### config.mk
export PLATFORM = sky130hd
export DESIGN_NAME = mat_add_seq
export DESIGN_NICKNAME = d
export VERILOG_FILES = /design/src/rtl/mat_add_seq.sv
export SDC_FILE = /design/constraint.sdc
export NUM_CORES = 1
export LEC_CHECK = 0
export CAP_MARGIN = 0
export CORE_MARGIN = 8
export CORE_UTILIZATION = 45
export DETAILED_ROUTE_END_ITERATION = 10
export PLACE_DENSITY = 0.66
export SYNTH_ARGS = -nofsm -noshare
export SYNTH_HDL_FRONTEND = slang
export SYNTH_SLANG_ARGS = --single-unit
### constraint.sdc
create_clock -name clk -period 8.8 [get_ports clk]
set_input_delay 1.76 -clock clk [delete_from_list [all_inputs] [get_ports clk]]
set_output_delay 1.76 -clock clk [all_outputs]
set_load 0.01 [all_outputs]
### src/rtl/mat_add_seq.sv
// mat_add_seq: streams a rows x cols matrix pair out of two operand buffers
// into a saturating element-wise adder, and writes the adder's result stream
// into a third buffer. Generates row-major read/write addresses and per-row
// tlast. Absorbs buffer read latency and adder backpressure with two
// credit-controlled 4-entry operand FIFOs.
//
// Ports:
//   clk, rst                      clock, synchronous active-high reset
//   start, rows, cols             launch + dimensions (latched on start in IDLE)
//   base_r, base_y, base_z        buffer base addresses (latched on start)
//   busy, done, err               status: not-idle, completion pulse, sticky tlast error
//   rd_en, rd_addr_r, rd_addr_y   operand buffer read port (data one cycle later)
//   rd_data_r, rd_data_y          operand read data
//   r_t*, y_t*                    operand streams to the adder
//   z_t*                          result stream from the adder
//   wr_en, wr_addr, wr_data       result buffer write port

// Small 4-entry FIFO holding operand data plus its tlast bit.
module mat_add_seq_fifo #(
    parameter int D_W = 8
) (
    input  logic           clk,
    input  logic           rst,
    input  logic           push,
    input  logic [D_W-1:0] push_data,
    input  logic           push_last,
    input  logic           tready,
    output logic           tvalid,
    output logic [D_W-1:0] tdata,
    output logic           tlast,
    output logic [2:0]     count
);
    logic [D_W-1:0] mem [4];
    logic [3:0]     last_mem;
    logic [1:0]     wp;
    logic [1:0]     rp;
    logic           pop;

    assign tvalid = (count != 3'd0);
    assign pop    = tvalid & tready;
    assign tdata  = tvalid ? mem[rp] : '0;
    assign tlast  = tvalid & last_mem[rp];

    always_ff @(posedge clk) begin
        if (rst) begin
            for (int i = 0; i < 4; i++) begin
                mem[i] <= '0;
            end
            last_mem <= '0;
            wp       <= '0;
            rp       <= '0;
            count    <= '0;
        end else begin
            if (push) begin
                mem[wp]      <= push_data;
                last_mem[wp] <= push_last;
                wp           <= wp + 2'd1;
            end
            if (pop) begin
                rp <= rp + 2'd1;
            end
            case ({push, pop})
                2'b10:   count <= count + 3'd1;
                2'b01:   count <= count - 3'd1;
                default: ;
            endcase
        end
    end
endmodule

// Sequencer FSM
//   state   | meaning
//   S_IDLE  | waiting for start; dimensions and bases latched on start
//   S_RUN   | issuing operand reads (credit-limited), accepting results
//   S_DRAIN | all reads issued, accepting remaining results
//   S_DONE  | one-cycle completion pulse, then back to IDLE
module mat_add_seq #(
    parameter int D_W    = 8,
    parameter int ADDR_W = 12,
    parameter int DIM_W  = 10
) (
    input  logic              clk,
    input  logic              rst,
    input  logic              start,
    input  logic [DIM_W-1:0]  rows,
    input  logic [DIM_W-1:0]  cols,
    input  logic [ADDR_W-1:0] base_r,
    input  logic [ADDR_W-1:0] base_y,
    input  logic [ADDR_W-1:0] base_z,
    output logic              busy,
    output logic              done,
    output logic              err,
    output logic              rd_en,
    output logic [ADDR_W-1:0] rd_addr_r,
    output logic [ADDR_W-1:0] rd_addr_y,
    input  logic [D_W-1:0]    rd_data_r,
    input  logic [D_W-1:0]    rd_data_y,
    output logic              r_tvalid,
    input  logic              r_tready,
    output logic [D_W-1:0]    r_tdata,
    output logic              r_tlast,
    output logic              y_tvalid,
    input  logic              y_tready,
    output logic [D_W-1:0]    y_tdata,
    output logic              y_tlast,
    input  logic              z_tvalid,
    output logic              z_tready,
    input  logic [D_W-1:0]    z_tdata,
    input  logic              z_tlast,
    output logic              wr_en,
    output logic [ADDR_W-1:0] wr_addr,
    output logic [D_W-1:0]    wr_data
);
    localparam int N_W = 2 * DIM_W;

    typedef enum logic [1:0] {S_IDLE, S_RUN, S_DRAIN, S_DONE} state_t;

    state_t            state;
    state_t            state_nx;
    logic [DIM_W-1:0]  cols_q;
    logic [DIM_W-1:0]  cols_m1;
    logic [N_W-1:0]    iss_left;
    logic [N_W-1:0]    out_left;
    logic [DIM_W-1:0]  iss_col;
    logic [DIM_W-1:0]  out_col;
    logic [ADDR_W-1:0] ptr_r;
    logic [ADDR_W-1:0] ptr_y;
    logic [ADDR_W-1:0] ptr_z;
    logic              rd_q;
    logic              rd_last_q;
    logic              err_q;
    logic [2:0]        r_cnt;
    logic [2:0]        y_cnt;
    logic              start_ok;
    logic              dims_zero;
    logic              z_hs;
    logic              exp_zlast;

    assign cols_m1   = cols_q - DIM_W'(1);
    assign start_ok  = (state == S_IDLE) && start;
    assign dims_zero = (rows == '0) || (cols == '0);
    assign z_tready  = (state == S_RUN) || (state == S_DRAIN);
    assign z_hs      = z_tvalid && z_tready;
    assign exp_zlast = (out_col == cols_m1);

    // Credit check: FIFO occupancy plus the read still in flight must leave
    // room, so a returning read can always be pushed.
    assign rd_en = (state == S_RUN) && (iss_left != '0) &&
                   ((r_cnt + {2'b00, rd_q}) < 3'd4) &&
                   ((y_cnt + {2'b00, rd_q}) < 3'd4);

    assign busy      = (state != S_IDLE);
    assign done      = (state == S_DONE);
    assign err       = err_q;
    assign rd_addr_r = ptr_r;
    assign rd_addr_y = ptr_y;
    assign wr_en     = z_hs;
    assign wr_addr   = ptr_z;
    assign wr_data   = z_hs ? z_tdata : '0;

    always_comb begin
        state_nx = state;
        case (state)
            S_IDLE:  if (start) state_nx = dims_zero ? S_DONE : S_RUN;
            S_RUN:   if (rd_en && (iss_left == N_W'(1))) state_nx = S_DRAIN;
            S_DRAIN: if (z_hs && (out_left == N_W'(1))) state_nx = S_DONE;
            S_DONE:  state_nx = S_IDLE;
            default: state_nx = S_IDLE;
        endcase
    end

    always_ff @(posedge clk) begin
        if (rst) begin
            state     <= S_IDLE;
            cols_q    <= '0;
            iss_left  <= '0;
            out_left  <= '0;
            iss_col   <= '0;
            out_col   <= '0;
            ptr_r     <= '0;
            ptr_y     <= '0;
            ptr_z     <= '0;
            rd_q      <= 1'b0;
            rd_last_q <= 1'b0;
            err_q     <= 1'b0;
        end else begin
            state     <= state_nx;
            rd_q      <= rd_en;
            rd_last_q <= rd_en && (iss_col == cols_m1);
            if (start_ok) begin
                cols_q   <= cols;
                iss_left <= N_W'(rows) * N_W'(cols);
                out_left <= N_W'(rows) * N_W'(cols);
                iss_col  <= '0;
                out_col  <= '0;
                ptr_r    <= base_r;
                ptr_y    <= base_y;
                ptr_z    <= base_z;
                err_q    <= 1'b0;
            end
            if (rd_en) begin
                ptr_r    <= ptr_r + ADDR_W'(1);
                ptr_y    <= ptr_y + ADDR_W'(1);
                iss_left <= iss_left - N_W'(1);
                iss_col  <= (iss_col == cols_m1) ? '0 : iss_col + DIM_W'(1);
            end
            if (z_hs) begin
                ptr_z    <= ptr_z + ADDR_W'(1);
                out_left <= out_left - N_W'(1);
                out_col  <= (out_col == cols_m1) ? '0 : out_col + DIM_W'(1);
                if (z_tlast != exp_zlast) begin
                    err_q <= 1'b1;
                end
            end
        end
    end

    mat_add_seq_fifo #(.D_W(D_W)) u_fifo_r (
        .clk       (clk),
        .rst       (rst),
        .push      (rd_q),
        .push_data (rd_data_r),
        .push_last (rd_last_q),
        .tready    (r_tready),
        .tvalid    (r_tvalid),
        .tdata     (r_tdata),
        .tlast     (r_tlast),
        .count     (r_cnt)
    );

    mat_add_seq_fifo #(.D_W(D_W)) u_fifo_y (
        .clk       (clk),
        .rst       (rst),
        .push      (rd_q),
        .push_data (rd_data_y),
        .push_last (rd_last_q),
        .tready    (y_tready),
        .tvalid    (y_tvalid),
        .tdata     (y_tdata),
        .tlast     (y_tlast),
        .count     (y_cnt)
    );
endmodule

==> PnR_summary.wiki <==
{| class="wikitable"
! Metric !! Value
|-
| Post-route clock skew || ~16 ps
|-
| Sequential fraction of the synthesis area || 33.4%
|-
| Post-detailed-route wirelength per cell || ~18 um
|-
| Total of warnings raised by yosys || 0
|-
| CTS tree || done
|-
| DRC violation count after routing || 0
|-
| Post-synthesis instance area || around 14000 um2
|-
| Number of core rows || 64
|-
| Synthesized netlist cell count || ~1500
|-
| EDFF count, synth || 64
|-
| Initial Util || between 40% and 50%
|-
| Number of synthesized register bits || roughly 200
|-
| Critical path fanouts, max || 12
|-
| Final setup violation count || 0
|-
| Vertical die dimension || around 190 um
|-
| Final Max Slew Viols || 0
|-
| Clock latency of the later-clocked register in the worst-skew pair || 520 ps
|-
| Postcts setup bufs || 0
|-
| Actual transition at the worst max-transition pin || around 1100 ps
|-
| CTS Hold Bufs || 0
|-
| Floorplan die area || between 30000 and 40000 um2
|-
| Number of optimization iterations in the first detailed-route pass || 5
|-
| Initial DRC count || about 830
|-
| Critical path capture point type || flip-flop
|-
| Leak || roughly 6.6 nW
|-
| Critical path data arrival time || ~7300 ps
|-
| Port buffer count || 156
|-
| Deepest clock path buffer count || 3
|-
| Clock slew at the register clock pins of the worst setup and hold paths || around 60 ps
|-
| Total negative setup slack || 0 ps
|-
| Worst slew margin || roughly a quarter
|-
| Share of synthesized flip-flops with an asynchronous set or reset || 0%
|-
| Layout overhead on the synthesized area || 18.9%
|-
| Detail Route Antenna Nets || 0
|-
| Hpwl dp || 27.4 mm
|-
| Number of placed instances, taps included || 2005
|-
| Required time reported for the critical path endpoint || 9210 ps
|-
| Quantity of gates resized following cts || 0
|-
| Unrepaired setup endpoints after global routing || no
|-
| Grt ovf || 0
|-
| Combined global-route utilization of all metal layers || roughly a fifth
|-
| Min Clock Period, post-route || about 6900 ps
|-
| Via count of the first global-routing pass || 11373
|-
| Power density over the cells || around 300 nW/um2
|-
| Boundary pin count || between 150 and 200
|-
| Fraction of layout cells with a size suffix above 1 || just under 6%
|-
| Type of the worst setup path || primary input to flip-flop
|-
| Upper clock frequency limit || 146 MHz
|-
| Placer's final routability congestion estimate || between 0.8 and 0.9
|-
| Final Routed Wirelength || between 30 and 40 mm
|-
| H-tree depth || 1
|-
| Overall via count from detail_route || 11546
|-
| Number of nets in the synthesized netlist || about 1800
|-
| Max Cap Viol || 0
|-
| Inserted Clock Buffers || 24
|-
| Final period util || between 70% and 80%
|-
| Critical Path Start Type || primary input
|-
| Yosys cell types || slightly above 80
|-
| Avg Vias per Cell || ~5.6
|-
| Core area || 30600 um2
|-
| Pin count of the biggest net entering global routing || 78
|-
| Layout Nets || 1867
|-
| Most frequently used flop master after synthesis || sky130_fd_sc_hd__dfxtp_1
|-
| Worst min-delay path class || flip-flop to flip-flop
|-
| Root cell of the clock tree || sky130_fd_sc_hd__clkbuf_16
|-
| Antenna violations before repair || 2
|-
| Final Hold Viols || 0
|-
| Die X-Extent || just under 200 um
|-
| Wire length of the first global-routing pass || 60.5 mm
|-
| Synth Area per Inst || just over 9 um2
|-
| CTS Sinks || 201
|-
| Outcome || finished clean
|-
| Non-filler cells in the finished layout || 2049
|-
| Maximum vdd drop || 240 uV
|}
==> metal layers <==
metal,global-route usage [%],vias to the layer above,wire length (um)
li1,-,5620,-
met1,25.7,5577,16400
met2,35.2,284,18500
met3,2.51,65,1730
met4,5.96,0,1120
met5,0,-,0
==> cells in the mapped netlist, drive strengths merged (55+ instances only) <==
library cell	count	area, um2
fa	64	1280
ha	81	1010
edfxtp	64	1920
clkbuf	60	225
o21ai	70	350
nor3	55	295
inv	82	308
nor2	101	379
nand2	149	567
and2	142	888
a21oi	89	464
dfxtp	137	2740
==> final cells by class <==
cell class | count | area (um2)
timing repair buffer | 167 | 1640
clock buffer | 33 | 686
fill | 2831 | 14000
antenna | 2 | 5.00
sequential | 201 | 4660
tap | 396 | 495
multi-input combinational | 1158 | 8630
inverter | 83 | 312
clock inverter | 9 | 159
==> worst max-delay path: stages <==
cell and delay, ps:
sky130_fd_sc_hd__clkdlybuf4s50_1 750, sky130_fd_sc_hd__nand2_1 150, sky130_fd_sc_hd__fa_1 550, sky130_fd_sc_hd__inv_1 50
sky130_fd_sc_hd__fa_1 460, sky130_fd_sc_hd__ha_1 330, sky130_fd_sc_hd__fa_1 540, sky130_fd_sc_hd__inv_1 50
sky130_fd_sc_hd__fa_1 530, sky130_fd_sc_hd__inv_1 40, sky130_fd_sc_hd__ha_1 320, sky130_fd_sc_hd__or2_2 320
sky130_fd_sc_hd__a21o_1 190, sky130_fd_sc_hd__a31oi_1 310, sky130_fd_sc_hd__o21ai_0 200, sky130_fd_sc_hd__a31oi_1 340
sky130_fd_sc_hd__nor4_1 80, sky130_fd_sc_hd__a221o_1 280
==> state kept, by name, indices dropped and copies added (netlist names), 3 cells and up, named ones only <==
register	flops
iss_left	20
iss_col	10
u_fifo_r.mem	32
u_fifo_y.last_mem	4
cols_q	10
rd_addr_y	12
rd_addr_r	12
u_fifo_r.last_mem	4
out_col	10
u_fifo_y.mem	32
wr_addr	12
u_fifo_r.count	3
out_left	20
u_fifo_y.count	3
==> logic make-up after synthesis <==
| logic type | after synthesis | share of synthesized area [%] |
|---|---|---|
| xor+xnor | 62 | 4.40 |
| compound gates | 285 | 13.2 |
| buf+inv | 168 | 4.72 |
| simple gates | 640 | 24.3 |
| flops | 201 | 33.4 |
| mux | 26 | 3.54 |
| fa+ha+maj | 145 | 16.5 |
==> report_power, final <==
part	switching, mW	total [mW]	leakage, nW	internal (mW)
Clock	0.399	1.06	0.413	0.662
Combinational	1.54	2.60	4.39	1.06
Sequential	0.203	1.34	1.78	1.14
==> placed cells by master (no fill, tap or decap), drive strengths merged, types with 55 or more instances in the layout <==
cell             n
a21oi           89
and2           142
dfxtp          137
clkdlybuf4s50  155
edfxtp          64
ha              81
nand2          149
inv             83
o21ai           70
fa              64
nor3            55
nor2           101
==> metrics by stage <==
| step | util [%] | total power, mW | setup slack (ps) | cell area [um2] | hold WS [ps] |
|---|---|---|---|---|---|
| 6_report | 54.2 | 5.00 | 1940 | 16600 | 456 |
| 5_1_grt | 54.2 | 5.36 | 1660 | 16600 | 477 |
| 4_1_cts | 54.2 | 5.02 | 1960 | 16600 | 458 |
| 3_5_place_dp | 51.5 | 3.93 | 1420 | 15700 | 450 |
| 3_3_place_gp | 51.5 | 3.91 | 1500 | 15700 | 445 |
| 2_1_floorplan | - | 3.11 | 2280 | 13900 | 427 |
==> final timing paths <==
check                                     startpoint                   end  slack [ps]  cells after the start
worst min-delay path            u_fifo_y.last_mem[1]  u_fifo_y.last_mem[1]         460                      2
worst max register to register          iss_left[11]           iss_left[8]        5280                      8
worst min register to register  u_fifo_y.last_mem[1]  u_fifo_y.last_mem[1]         460                      2
worst max-delay path                         cols[3]          out_left[16]        1940                     18
Note: power is estimated with default switching activity, not from simulation.
